<file path="src/rtl/uart_packet_tx.sv">
// uart_packet_tx
// Serial transmitter for a two-byte command packet: the command byte, then
// the data byte, back-to-back on one line. Frames are 8N1, or 8E1 when
// PARITY_EN=1. Bit timing is generated internally, and both bytes are
// latched when the packet is accepted.
//
// Ports:
//   i_Clock      system clock; all logic is on the rising edge
//   i_Reset_n    synchronous active-low reset
//   i_Pkt_DV     packet-valid strobe, sampled only in IDLE
//   i_Pkt_Cmd    command byte (sent first)
//   i_Pkt_Data   data byte (sent second)
//   o_Tx_Serial  serial line, idles high
//   o_Tx_Active  high from packet accept until the last stop bit ends
//   o_Byte_Idx   0 while sending the command byte, 1 while sending the data byte
//   o_Tx_Done    one-cycle pulse once the packet is complete
module uart_packet_tx #(
  parameter int CLKS_PER_BIT = 87,
  parameter int PARITY_EN    = 1
) (
  input  logic       i_Clock,
  input  logic       i_Reset_n,
  input  logic       i_Pkt_DV,
  input  logic [7:0] i_Pkt_Cmd,
  input  logic [7:0] i_Pkt_Data,
  output logic       o_Tx_Serial,
  output logic       o_Tx_Active,
  output logic       o_Byte_Idx,
  output logic       o_Tx_Done
);

  localparam int CNT_W = (CLKS_PER_BIT > 2) ? $clog2(CLKS_PER_BIT) : 1;
  localparam logic [CNT_W-1:0] CNT_MAX = CNT_W'(CLKS_PER_BIT - 1);

  typedef enum logic [2:0] {
    S_IDLE,
    S_START,
    S_DATA,
    S_PARITY,
    S_STOP,
    S_DONE
  } state_e;

  state_e           state_q, state_d;
  logic [CNT_W-1:0] cnt_q, cnt_d;
  logic [2:0]       bit_q, bit_d;
  logic [7:0]       cmd_q, cmd_d;
  logic [7:0]       data_q, data_d;
  logic             serial_q, serial_d;
  logic             active_q, active_d;
  logic             idx_q, idx_d;
  logic             done_q, done_d;

  logic [7:0] cur_byte;
  logic       bit_end;

  assign cur_byte = idx_q ? data_q : cmd_q;
  assign bit_end  = (cnt_q == CNT_MAX);

  always_ff @(posedge i_Clock) begin
    if (!i_Reset_n) begin
      state_q  <= S_IDLE;
      cnt_q    <= '0;
      bit_q    <= '0;
      cmd_q    <= '0;
      data_q   <= '0;
      serial_q <= 1'b1;
      active_q <= 1'b0;
      idx_q    <= 1'b0;
      done_q   <= 1'b0;
    end else begin
      state_q  <= state_d;
      cnt_q    <= cnt_d;
      bit_q    <= bit_d;
      cmd_q    <= cmd_d;
      data_q   <= data_d;
      serial_q <= serial_d;
      active_q <= active_d;
      idx_q    <= idx_d;
      done_q   <= done_d;
    end
  end

  // The line value is computed for the state being entered, so the registered
  // output changes on the same edge as the state.
  always_comb begin
    state_d  = state_q;
    cnt_d    = cnt_q;
    bit_d    = bit_q;
    cmd_d    = cmd_q;
    data_d   = data_q;
    serial_d = serial_q;
    active_d = active_q;
    idx_d    = idx_q;
    done_d   = 1'b0;

    unique case (state_q)
      S_IDLE: begin
        serial_d = 1'b1;
        active_d = 1'b0;
        idx_d    = 1'b0;
        cnt_d    = '0;
        bit_d    = '0;
        if (i_Pkt_DV) begin
          cmd_d    = i_Pkt_Cmd;
          data_d   = i_Pkt_Data;
          active_d = 1'b1;
          serial_d = 1'b0;
          state_d  = S_START;
        end
      end
      S_START: begin
        if (bit_end) begin
          cnt_d    = '0;
          bit_d    = '0;
          serial_d = cur_byte[0];
          state_d  = S_DATA;
        end else begin
          cnt_d = cnt_q + CNT_W'(1);
        end
      end
      S_DATA: begin
        if (bit_end) begin
          cnt_d = '0;
          if (bit_q == 3'd7) begin
            if (PARITY_EN != 0) begin
              serial_d = ^cur_byte;
              state_d  = S_PARITY;
            end else begin
              serial_d = 1'b1;
              state_d  = S_STOP;
            end
          end else begin
            bit_d    = bit_q + 3'd1;
            serial_d = cur_byte[bit_q + 3'd1];
          end
        end else begin
          cnt_d = cnt_q + CNT_W'(1);
        end
      end
      S_PARITY: begin
        if (bit_end) begin
          cnt_d    = '0;
          serial_d = 1'b1;
          state_d  = S_STOP;
        end else begin
          cnt_d = cnt_q + CNT_W'(1);
        end
      end
      S_STOP: begin
        if (bit_end) begin
          cnt_d = '0;
          if (!idx_q) begin
            // Second byte starts straight after the first stop bit.
            idx_d    = 1'b1;
            serial_d = 1'b0;
            state_d  = S_START;
          end else begin
            idx_d    = 1'b0;
            active_d = 1'b0;
            done_d   = 1'b1;
            serial_d = 1'b1;
            state_d  = S_DONE;
          end
        end else begin
          cnt_d = cnt_q + CNT_W'(1);
        end
      end
      S_DONE: begin
        serial_d = 1'b1;
        state_d  = S_IDLE;
      end
      default: begin
        serial_d = 1'b1;
        active_d = 1'b0;
        idx_d    = 1'b0;
        state_d  = S_IDLE;
      end
    endcase
  end

  assign o_Tx_Serial = serial_q;
  assign o_Tx_Active = active_q;
  assign o_Byte_Idx  = idx_q;
  assign o_Tx_Done   = done_q;

endmodule

</file>
<file path="config.mk">
export PLATFORM = sky130hd
export DESIGN_NAME = uart_packet_tx
export DESIGN_NICKNAME = d
export VERILOG_FILES = /design/src/rtl/uart_packet_tx.sv
export SDC_FILE = /design/constraint.sdc
export NUM_CORES = 1
export LEC_CHECK = 0
export CORE_MARGIN = 5
export CORE_UTILIZATION = 55
export DETAILED_ROUTE_END_ITERATION = 6
export GPL_TIMING_DRIVEN = 0
export PLACE_DENSITY_LB_ADDON = 0.25
export SYNTH_ARGS = -nofsm -noshare
export SYNTH_HDL_FRONTEND = slang
export SYNTH_SLANG_ARGS = --single-unit
</file>
<file path="constraint.sdc">
create_clock -name i_Clock -period 4.1 [get_ports i_Clock]
set_clock_uncertainty 0.2 [all_clocks]
set_input_delay 1.025 -clock i_Clock [delete_from_list [all_inputs] [get_ports i_Clock]]
set_output_delay 1.025 -clock i_Clock [all_outputs]
set_load 0.05 [all_outputs]
</file>
# Yosys cells after proc, flatten, opt, wreduce, memory -nomap -nowiden
# Index checks and enable logic that the tools add are counted.
# totals
regBits	33
inputBits	19
elab_cells	73
# op_classes
add_sub_neg	2
order_cmp	1
eq_ne	15
n_mux	32
bitwise	1
n_reduce_logical	13
# op_table
operator	count
two-way mux 3 bit	10
!= test 2 bit, second input constant	8
one-hot mux 3 bit (5 select lines)	1
one-hot mux 7 bit (2 select lines)	1
two-way mux 1 bit	13
equality test 3 bit, second input constant	3
one-hot mux 3 bit (3 select lines)	1
two-way mux 8 bit	1
AND reduction 4 bit	2
OR reduction 4 bit	2
XOR reduction 8 bit	1
adder 7 x 1 -> 7 bit, second input constant	1
equality test 7 bit, second input constant	1
two-way mux 7 bit	1
equality test 3 x 2 -> 1 bit, second input constant	2
AND reduction 3 bit	2
AND reduction 6 bit	1
one-hot mux 1 bit (5 select lines)	1
< comparator 3 x 4 -> 1 bit, second input constant	1
AND reduction 2 bit	2
adder 3 x 1 -> 3 bit, second input constant	1
binary-select mux 1 bit (select 3 bit)	1
equality test 3 x 1 -> 1 bit, second input constant	1
logical NOT 3 bit	1
other kinds (5)	5

# Depth between registers and ports, before layout
# logic_depth
ltp_word	6
ltp_mapped	8
ltp_nobuf	8

# Least setup slack after synthesis
# No wires, ideal clock.
# synth_timing
kind	in2reg
start	input i_Pkt_DV
end	register serial_q, in the netlist o_Tx_Serial
arrival_time_ns	1.799
t_required_ns	3.764
setup_slack_ns	1.965
cell_stages	6
path_buffers	1
cell_sequence	nor2b_1 and2_1 buf_2 a31oi_1 o32ai_2 nand3_1
# synth_between
elab_chain_len	2
# synth_rtl
item	line	source
start, declared	23	input logic i_Pkt_DV,
two-way mux 1 bit	104	if (i_Pkt_DV) begin
one-hot mux 1 bit (5 select lines)	97	unique case (state_q)
end signal, assigned	77	serial_q <= serial_d;
end, declared	49	logic serial_q, serial_d;
# Every way passes these cells.
# A chain may end at the register's enable or synchronous reset.

# Worst setup path after layout
# layout_timing
start	register serial_q, in the netlist o_Tx_Serial
end	output o_Tx_Serial
# layout_lines
item	line	source
end, declared	26	output logic o_Tx_Serial,
# No word-level cell between the ends.

==> impl_summary.txt <==
----------------------------------------------------
[Outcome]
  Run status ... completed

[Clock tree]
  Hold-fix buffers, CTS ... 0
  Clock sink count ... 33
  CTS tree ... done
  Clk root buf ... sky130_fd_sc_hd__clkbuf_4
  Insertion delay of the later-clocked pin in the worst-skew pair ... 330 ps
  CTS H-Tree Depth ... 2
  Number of buffers created by CTS ... 5
  Number of resized instances in the post-cts repair step ... 0
  Clock Pin Slew Worst Setup and Hold Paths ... 100 ps
  Maximum number of buffers from clock root to sink ... 2
  Number of setup buffers added after CTS ... 0

[Layout]
  Layout Nets ... 265
  Relative area change from synthesis to final layout ... 17.5%
  Highest-count cells in the layout ignoring fill and taps ... sky130_fd_sc_hd__nand2_1 (41), sky130_fd_sc_hd__dfxtp_1 (33), sky130_fd_sc_hd__clkdlybuf4s50_1 (21)
  Final design instance area without fill ... roughly 2200 µm²
  Fraction of layout cells with a size suffix above 1 ... between 7 and 8%
  Most common library cell in the layout ignoring fill and taps ... sky130_fd_sc_hd__nand2_1
  Number of antenna repair diodes ... 0
  Share of the core filled with cells ... 65.9%

[Global route]
  Global-route wire length before repair ... 6.13 mm
  Total congestion overflow ... 0
  Vias in the first global route ... 1433
  Number of antenna violations at the first check in global routing ... 0
  Maximum number of pins on one net before global-route repair ... 11
  Total global routing track utilization ... 17.7%

[Worst hold path]
  Hold-critical path depth ... 2
  Hold_sp ... bit_q[2]
  Min-Delay Endpoint ... bit_q[2]
  Min-delay worst type ... reg -> reg

[Route]
  Routed length on met3 ... ~180 µm
  Via count ... 1570
  ANT nets after route ... 0
  Met1 routed wirelength after detailed routing ... 1.56 mm
  Final wirelength ... 3.66 mm
  Initial detailed-routing violation count ... 109
  1st-pass router iterations ... 4
  Total DRC errors in the routed layout ... 0
  Routed wl met2 ... 1.83 mm
  Via density per instance ... between 5 and 6
  Uppermost layer routed ... met4
  Final routed wire length divided by cell count ... 12.7 µm

[Floorplanning]
  Vert. Die Dim ... 67.9 µm
  Die Span X ... 67.9 µm
  Floorplan Core Area ... roughly 3300 µm²
  Placement row count ... 21
  Starting Density ... about 56%
  I/O pin count ... 23
  Die Footprint ... 4610 µm²

[Synth]
  Warnings from Yosys ... 0
  Number of instances in the synthesized netlist ... 214
  Number of nets in the synthesized netlist ... 237
  Average instance area after synthesis ... about 8.6 µm²
  Main flop type after synthesis ... sky130_fd_sc_hd__dfxtp_1
  Share of the yosys chip area belonging to registers ... 35.8%
  Seq cells post-synth ... 33
  Number of synthesized flops with an enable pin ... 0
  Area of the mapped netlist ... ~1800 µm²
  Unique cell type count in the Yosys netlist ... 43
  Async SR Flop Fraction ... 0%

[Power and ir drop]
  Net switching share of the total power ... 26.5%
  Total power per unit cell area ... 294 nW/µm²
  Net switching power of the design ... 0.168 mW
  Internal cell power ... 0.468 mW
  Worst VDD drop ... 186 µV
  Combinational share of power ... between 10% and 20%
  Fraction of power consumed by sequential logic ... 54.1%
  Post-layout power ... 0.636 mW
  Leakage dissipation ... 0.862 nW
  Clk pwr share ... 29.3%

[STA]
  RSZ-0062 raised after global routing ... false
  Final worst path period need ... 2760 ps
  Sum of negative setup slack ... 0 ps
  Slew at the pin closest to its max-slew limit ... approximately 500 ps
  Normalized max-slew margin ... 66.7%
  Fin crit share ... about two thirds
  Hold violation count in the final report ... 0
  Final max-slew violation count ... 0
  Finish-stage setup viols ... 0
  Max frequency ... 363 MHz
  Worst hold slack ... approximately 270 ps

[Placement]
  Total placed instance area ... 2110 µm²
  Buffers added on ports ... 21
  GPL Wtd Cong ... approximately 0.74
  Final HPWL DP ... between 2 and 3 mm

[Job]
  Max-capacitance violation count ... 0

[Setup path]
  CP Max Fanout ... 3
  Delay of the slowest critical-path stage ... 820 ps
  Arr. time, crit path ... 1530 ps
  Type of the worst setup path ... reg -> out
  Data required time at the worst endpoint ... 2870 ps
  Worst flop-to-flop path startpoint ... bit_q[0]
  Cells along the critical path ... clkdlybuf4s50_1
  Depth of the most critical reg-to-reg path ... 6
  Endpoint of the lowest-slack register-to-register path ... o_Tx_Serial
  Internal reg-to-reg setup slack ... about 1700 ps
  Cell family with most CP delay ... buffers and inverters
  Combined buffer and inverter count along the critical path ... 1
  Startpoint type of the worst setup path ... register
  Cell type of the slowest stage on the worst timing path ... sky130_fd_sc_hd__clkdlybuf4s50_1
  Kind of capture point of the worst setup path ... output pin

----------------------------------------------------
## cells by family (layout without fill, tap and decap cells)
group	count (synthesis)	count (layout)	share of synthesized area, %
simple gates	86	86	22.5
xor+xnor	12	12	5.70
flops	33	33	35.8
mux	11	11	9.50
buf+inv	20	48	4.75
fa+ha+maj	4	4	2.72
compound gates	48	48	19.0
## power groups by stage
stage               combinational [mW]  clock, mW  sequential (mW)
detailed placement               0.106          0            0.351
CTS                              0.107      0.190            0.344
finish                           0.106      0.186            0.344
global placement                 0.105          0            0.351
floorplan                       0.0684          0            0.354
global route                     0.117      0.207            0.346
## final cells by class
| cell class | count | area (µm²) |
|---|---|---|
| buffer | 14 | 65.1 |
| fill | 282 | 1120 |
| inverter | 6 | 22.5 |
| tap | 46 | 57.6 |
| clock buffer | 7 | 55.1 |
| timing repair buffer | 21 | 210 |
| sequential | 33 | 661 |
| multi-input combinational | 161 | 1090 |
## cell usage after synthesis (2+ instances only)
library cell	instances	share of area (%)
sky130_fd_sc_hd__nor2_1	8	1.6
sky130_fd_sc_hd__o21ai_1	6	1.6
sky130_fd_sc_hd__nand2_1	41	8.4
sky130_fd_sc_hd__dfxtp_1	33	36
sky130_fd_sc_hd__and3_1	3	1.0
sky130_fd_sc_hd__buf_2	7	1.9
sky130_fd_sc_hd__o211ai_1	2	0.81
sky130_fd_sc_hd__mux4_1	4	5.7
sky130_fd_sc_hd__o221a_1	2	1.2
sky130_fd_sc_hd__a21boi_1	16	6.5
sky130_fd_sc_hd__nand3_1	10	2.7
sky130_fd_sc_hd__nor3b_1	4	1.6
sky130_fd_sc_hd__xor2_1	7	3.3
sky130_fd_sc_hd__ha_1	4	2.7
sky130_fd_sc_hd__nor3_1	4	1.1
sky130_fd_sc_hd__nor2b_1	7	2.4
sky130_fd_sc_hd__and2_1	3	1.0
sky130_fd_sc_hd__mux2i_1	7	3.8
sky130_fd_sc_hd__a21oi_1	6	1.6
sky130_fd_sc_hd__o21ai_0	4	1.1
sky130_fd_sc_hd__xnor2_1	5	2.4
sky130_fd_sc_hd__inv_1	5	1.0
sky130_fd_sc_hd__clkbuf_1	6	1.2
## metrics by stage
stage | setup slack, ps | cells
final | 1340 | 288
after global routing | 1290 | 288
after CTS | 1320 | 288
after detailed placement | 1310 | 281
after global placement | 1320 | 281
after floorplan | 1970 | 214
## routing by layer
| metal | global-route usage [%] | vias up |
|---|---|---|
| met5 | 0 | - |
| met4 | 7.94 | 0 |
| met3 | 4.27 | 9 |
| met2 | 30.5 | 41 |
| met1 | 20.6 | 717 |
| li1 | - | 803 |
## how the worst max path moves through the flow
stage           startpoint          end  depth (start not counted)
3_5_place_dp      i_Pkt_DV  o_Tx_Serial                          7
5_1_grt        o_Tx_Serial  o_Tx_Serial                          1
3_3_place_gp      i_Pkt_DV  o_Tx_Serial                          7
2_1_floorplan     i_Pkt_DV  o_Tx_Serial                          6
4_1_cts        o_Tx_Serial  o_Tx_Serial                          1
6_report       o_Tx_Serial  o_Tx_Serial                          1
## flip-flops by register name, indices dropped and copies added, names as in the netlist
signal and flops:
cmd_q 8, data_q 8, cnt_q 7, bit_q 3, state_q 3, o_Byte_Idx 1, o_Tx_Active 1, o_Tx_Done 1
o_Tx_Serial 1
(Power assumes the default switching activity.)
==> patch 1: new RTL, config.mk and constraints unchanged <==
The parameter `CLKS_PER_BIT` goes from 87 to 174.
--- a/src/rtl/uart_packet_tx.sv
+++ b/src/rtl/uart_packet_tx.sv
@@ -15,7 +15,7 @@
 //   o_Byte_Idx   0 while sending the command byte, 1 while sending the data byte
 //   o_Tx_Done    one-cycle pulse once the packet is complete
 module uart_packet_tx #(
-  parameter int CLKS_PER_BIT = 87,
+  parameter int CLKS_PER_BIT = 174,
   parameter int PARITY_EN    = 1
 ) (
   input  logic       i_Clock,
Check against the original RTL: no difference found for any inputs over 10 cycles, from zero or initial values and one cycle with i_Reset_n low; that may be too few to reach the edited logic, so the function may still have changed.
==> patch 1 against the unedited design <==
Worst setup slack worse by 49 ps; first-iteration DRC count down 23%; largest power group unchanged; design area up 8.0%; power up 23%; fmax down 1.8%; area after synthesis up 5.8%; highest routed layer unchanged; sequential cell count up 1; routed wire length up 10%; non-clock buffer count down 2.
==> patch 1: results (changes against the unedited design) <==
* Standby leakage power at 0.930 nW (was 0.862 nW)
* Mapped Nets at 246 (was 237)
* Largest net degree at the start of global routing at 12 (was 11)
* Registers with the highest flip-flop counts: cmd_q x8, cnt_q x8, data_q x8 (was cmd_q x8, data_q x8, cnt_q x7)
* Cell count after placement at 291 (was 281)
* Gp weighted congestion at 0.815 (was 0.737)
* Fill cells at 271 (was 282)
* Detail-routed via count per cell at 5.38 (was 5.45)
* Top cell types by occurrence after synthesis: sky130_fd_sc_hd__nand2_1, sky130_fd_sc_hd__dfxtp_1, sky130_fd_sc_hd__a21boi_0, sky130_fd_sc_hd__mux2i_1, sky130_fd_sc_hd__xor2_1 (was sky130_fd_sc_hd__nand2_1, sky130_fd_sc_hd__dfxtp_1, sky130_fd_sc_hd__a21boi_1, sky130_fd_sc_hd__nand3_1, sky130_fd_sc_hd__nor2_1)
* Vias in the first global route at 1505 (was 1433)
* Wire length of the first global-routing pass at 6910 microns (was 6130 microns)
* Total length of routed wires at 4030 microns (was 3660 microns)
* Top post-synthesis cells by area: sky130_fd_sc_hd__dfxtp_1, sky130_fd_sc_hd__nand2_1, sky130_fd_sc_hd__a21boi_0 (was sky130_fd_sc_hd__dfxtp_1, sky130_fd_sc_hd__nand2_1, sky130_fd_sc_hd__a21boi_1)
* Count of input and output buffers at 22 (was 21)
* Clock network latency to the later pin of the worst-skew pair at 350 ps (was 330 ps)
* Detailed placer's ending HPWL at 3040 microns (was 2780 microns)
* Proportion of synthesized chip area in sequential cells at 34.9% (was 35.8%)
* Number of standard cells in the layout, taps in and fillers out at 299 (was 288)
* Share of final-layout standard cells stronger than drive strength 1 at 12.6% (was 7.85%)
* Peak ir drop on the vdd network at 0.000233 V (was 0.000186 V)
* Post-place instance area at 0.00223 sq mm (was 0.00211 sq mm)
* Routed metal-1 wirelength at 2060 microns (was 1560 microns)
* Post-synthesis cell type count at 49 (was 43)
* Startpoint of the lowest-slack hold path: bit_q[1]$_SDFFE_PN0P_ (was bit_q[2]$_SDFFE_PN0P_)
* Transition time of the tightest slew-check pin at 573 ps (was 498 ps)
* Run status: finished, final reports clean (unchanged)
* Synthesized area divided by synthesized cell count at 8.74 sq um (was 8.61 sq um)
* Routed length on met2 at 1740 microns (was 1830 microns)
* Arr. time, crit path at 1580 ps (was 1530 ps)
[patch 1: changes by cell type in the layout (fill, tap and decap cells not counted), moves of 5 or more]
cell,before,now
sky130_fd_sc_hd__a21boi_0,0,20
sky130_fd_sc_hd__a21boi_1,16,0
sky130_fd_sc_hd__buf_2,7,2
sky130_fd_sc_hd__nand2_1,41,49
sky130_fd_sc_hd__nand3_1,10,5
sky130_fd_sc_hd__nor2b_1,7,2
sky130_fd_sc_hd__o21ai_1,6,1
[patch 1: layout make-up]
type	count	area [sq um]	share of cell area (%)
Timing Repair Buffer	22	220	9.42
Clock buffer	6	51.3	2.19
Tap cell	46	57.6	2.46
Clock inverter	2	60.1	2.57
Sequential cell	34	681	29.1
Buffer	11	72.6	3.10
Inverter	5	18.8	0.803
Multi-Input combinational cell	173	1180	50.3
[patch 1: logic make-up after synthesis]
logic type | Yosys count | share of synthesized area (%)
buffers and inverters | 16 | 4.69
and+or+nand+nor | 93 | 23.3
muxes | 16 | 10.8
AOI/OAI and AO/OA | 48 | 18.3
xor gates and xnor gates | 12 | 5.39
DFF | 34 | 34.9
adders and majority gates | 4 | 2.57
[patch 1: path summary, 6_finish.rpt]
| kind | to | slack (ps) |
|---|---|---|
| worst max register to register | o_Tx_Serial$_SDFFE_PN1P_ | 1870 |
| worst min register to register | bit_q[1]$_SDFFE_PN0P_ | 270 |
| worst min-delay path | bit_q[1]$_SDFFE_PN0P_ | 270 |
| worst max-delay path | o_Byte_Idx | 1290 |
[patch 1: layer usage]
metal / GRT usage, % / vias up
met5: 0 / -
met1: 24.4 / 729
met3: 3.62 / 8
met4: 7.81 / 0
met2: 26.3 / 25
li1: - / 846
[patch 1: report_power, final]
group	switching, mW	internal [mW]
Clock	0.118	0.207
Sequential	0.0128	0.343
Combinational	0.0498	0.0540
==> patch 2: new RTL, config.mk and constraints unchanged <==
Made on the original files. Take the reset off `data_q` and load it in a clocked block of its own.
--- a/src/rtl/uart_packet_tx.sv
+++ b/src/rtl/uart_packet_tx.sv
@@ -63,7 +63,6 @@
       cnt_q    <= '0;
       bit_q    <= '0;
       cmd_q    <= '0;
-      data_q   <= '0;
       serial_q <= 1'b1;
       active_q <= 1'b0;
       idx_q    <= 1'b0;
@@ -73,12 +72,15 @@
       cnt_q    <= cnt_d;
       bit_q    <= bit_d;
       cmd_q    <= cmd_d;
-      data_q   <= data_d;
       serial_q <= serial_d;
       active_q <= active_d;
       idx_q    <= idx_d;
       done_q   <= done_d;
     end
+  end
+
+  always_ff @(posedge i_Clock) begin
+    data_q <= data_d;
   end
 
   // The line value is computed for the state being entered, so the registered
Behaviour: same outputs for any inputs over 10 cycles, from zero or initial values and one cycle with i_Reset_n low; that may be too few to reach the edited logic, so the function may still have changed.
==> patch 2 against the unedited design <==
Power rose by 15%; routed wire length is 2.0% higher; design area up 1.9%; area after synthesis shrank 0.61%; worst setup slack gained 25 ps; non-clock buffer count fell by 2; sequential cell count unchanged; core utilization up 1.3 points; critical path type unchanged; critical endpoint unchanged; largest cell class unchanged; largest power group unchanged.
==> patch 2: results (changes against the unedited design) <==
* Peak ir drop on the vdd network at 0.000230 V (was 0.000186 V)
* Clock network latency to the later pin of the worst-skew pair at 330 ps (about the same)
* Vias in the first global route at 1426 (was 1433)
* Run status: finished, final reports clean (unchanged)
* Top cell types by occurrence after synthesis: sky130_fd_sc_hd__nand2_1, sky130_fd_sc_hd__dfxtp_1, sky130_fd_sc_hd__a21boi_0, sky130_fd_sc_hd__xor2_1, sky130_fd_sc_hd__nor2_1 (was sky130_fd_sc_hd__nand2_1, sky130_fd_sc_hd__dfxtp_1, sky130_fd_sc_hd__a21boi_1, sky130_fd_sc_hd__nand3_1, sky130_fd_sc_hd__nor2_1)
* First-pass iteration count of the detailed router at 4 (unchanged)
* Detailed placer's ending HPWL at 2860 microns (was 2780 microns)
* Worst-path fanout max at 2 (was 3)
* Number of antenna violations at the first check in global routing at 0 (unchanged)
* Post-synthesis cell type count at 46 (was 43)
* Slew headroom at 67.0% (was 66.7%)
* Standby leakage power at 0.782 nW (was 0.862 nW)
* Registers with the highest flip-flop counts: cmd_q x8, data_q x8, cnt_q x7 (unchanged)
* # diodes at 0 (unchanged)
* NumNets Final at 246 (was 265)
* Number of DRC violations after detailed-routing iteration 0 at 67 (was 109)
* Total clock buffers created by CTS at 5 (unchanged)
* Delay of the slowest cell on the worst path at 810 ps
* Gp weighted congestion at 0.844 (was 0.737)
* Post-synth EDFFs at 8 (was 0)
* Post-synth ARST share at 0% (unchanged)
* Wirelength per Cell at 13.8 microns (was 12.7 microns)
* Largest net degree at the start of global routing at 17 (was 11)
* Root Buffer: sky130_fd_sc_hd__clkbuf_4 (unchanged)
* Cell type group with the largest total delay on the critical path: buffers and inverters (unchanged)
* Top post-synthesis cells by area: sky130_fd_sc_hd__dfxtp_1, sky130_fd_sc_hd__edfxtp_1, sky130_fd_sc_hd__xor2_1 (was sky130_fd_sc_hd__dfxtp_1, sky130_fd_sc_hd__nand2_1, sky130_fd_sc_hd__a21boi_1)
* Arr. time, crit path at 1510 ps (was 1530 ps)
* Min-Delay Path Class: register to register (unchanged)
* Yosys warnings at 0 (unchanged)
* Primary flip-flop cell chosen by synthesis mapping: sky130_fd_sc_hd__dfxtp_1 (unchanged)
* Detail-routed via count per cell at 5.52 (was 5.45)
* Wire length of the first global-routing pass at 6220 microns (was 6130 microns)
* Buffers from clock root to sink, at most at 2 (unchanged)
* Number of buffers inserted by post-CTS setup repair at 0 (unchanged)
* GR Util All Layers at 18.2% (was 17.7%)
* # resized after CTS at 0 (unchanged)
* Share of final-layout standard cells stronger than drive strength 1 at 7.59% (was 7.85%)
* Htree depth at 2 (unchanged)
* Post-place instance area at 0.00211 sq mm (about the same)
* Clock transition at path regs at 110 ps
* Standard cell with the maximum stage delay on the critical path: sky130_fd_sc_hd__clkdlybuf4s50_1 (unchanged)
* Proportion of synthesized chip area in sequential cells at 40.4% (was 35.8%)
* Count of input and output buffers at 22 (was 21)
* Mapped Nets at 217 (was 237)
patch 2: worst paths after layout:
kind	startpoint	to	slack, ps	cells past startpoint
max	o_Tx_Serial$_SDFFE_PN1P_	o_Tx_Serial	1370	1
min reg2reg	bit_q[1]$_SDFFE_PN0P_	bit_q[1]$_SDFFE_PN0P_	300	2
min	bit_q[1]$_SDFFE_PN0P_	bit_q[1]$_SDFFE_PN0P_	300	2
max reg2reg	bit_q[0]$_SDFFE_PN0P_	o_Tx_Serial$_SDFFE_PN1P_	1750	6
patch 2: power by group:
group / total, mW / internal [mW] / switching (mW) / leakage, nW
combinational: 0.0937 / 0.0477 / 0.0459 / 0.449
clock: 0.275 / 0.164 / 0.111 / 0.0534
sequential: 0.360 / 0.348 / 0.0118 / 0.280
patch 2: final cells by class:
class | instances | area, sq um
Buffer | 11 | 57.6
Clock buffer | 6 | 62.6
Clock inverter | 2 | 35.0
Fill cell | 275 | 1080
Inverter | 4 | 15.0
Multi-Input combinational cell | 146 | 1020
Sequential cell | 33 | 741
Tap cell | 46 | 57.6
Timing Repair Buffer | 22 | 220
patch 2: cells by family (layout without fill, tap and decap cells):
logic type / Yosys count / count (layout) / share of synthesized area [%]
flip-flops: 33 / 33 / 40.4
buffers and inverters: 15 / 45 / 3.96
multiplexers: 11 / 11 / 7.38
XOR/XNOR: 16 / 16 / 7.65
AND/OR/NAND/NOR: 76 / 76 / 21.9
adder cells (fa/ha/maj): 5 / 5 / 3.28
AO/OA/AOI/OAI: 38 / 38 / 15.4
patch 2: stage by stage:
stage / hold WS, ps / worst slack (ps) / util [%] / std cells
after floorplan: 258 / 1940 / - / 194
after global routing: 320 / 1330 / 67.2 / 270
after CTS: 303 / 1350 / 67.2 / 270
final: 302 / 1370 / 67.2 / 270
after global placement: 272 / 1330 / 64.2 / 262
after detailed placement: 287 / 1260 / 64.2 / 262
patch 2: routing by layer:
layer	global-route usage, %	share of wire [%]
met1	20.6	40
met2	32.6	54
met3	3.66	4.9
met4	8.35	1.0
met5	0	0
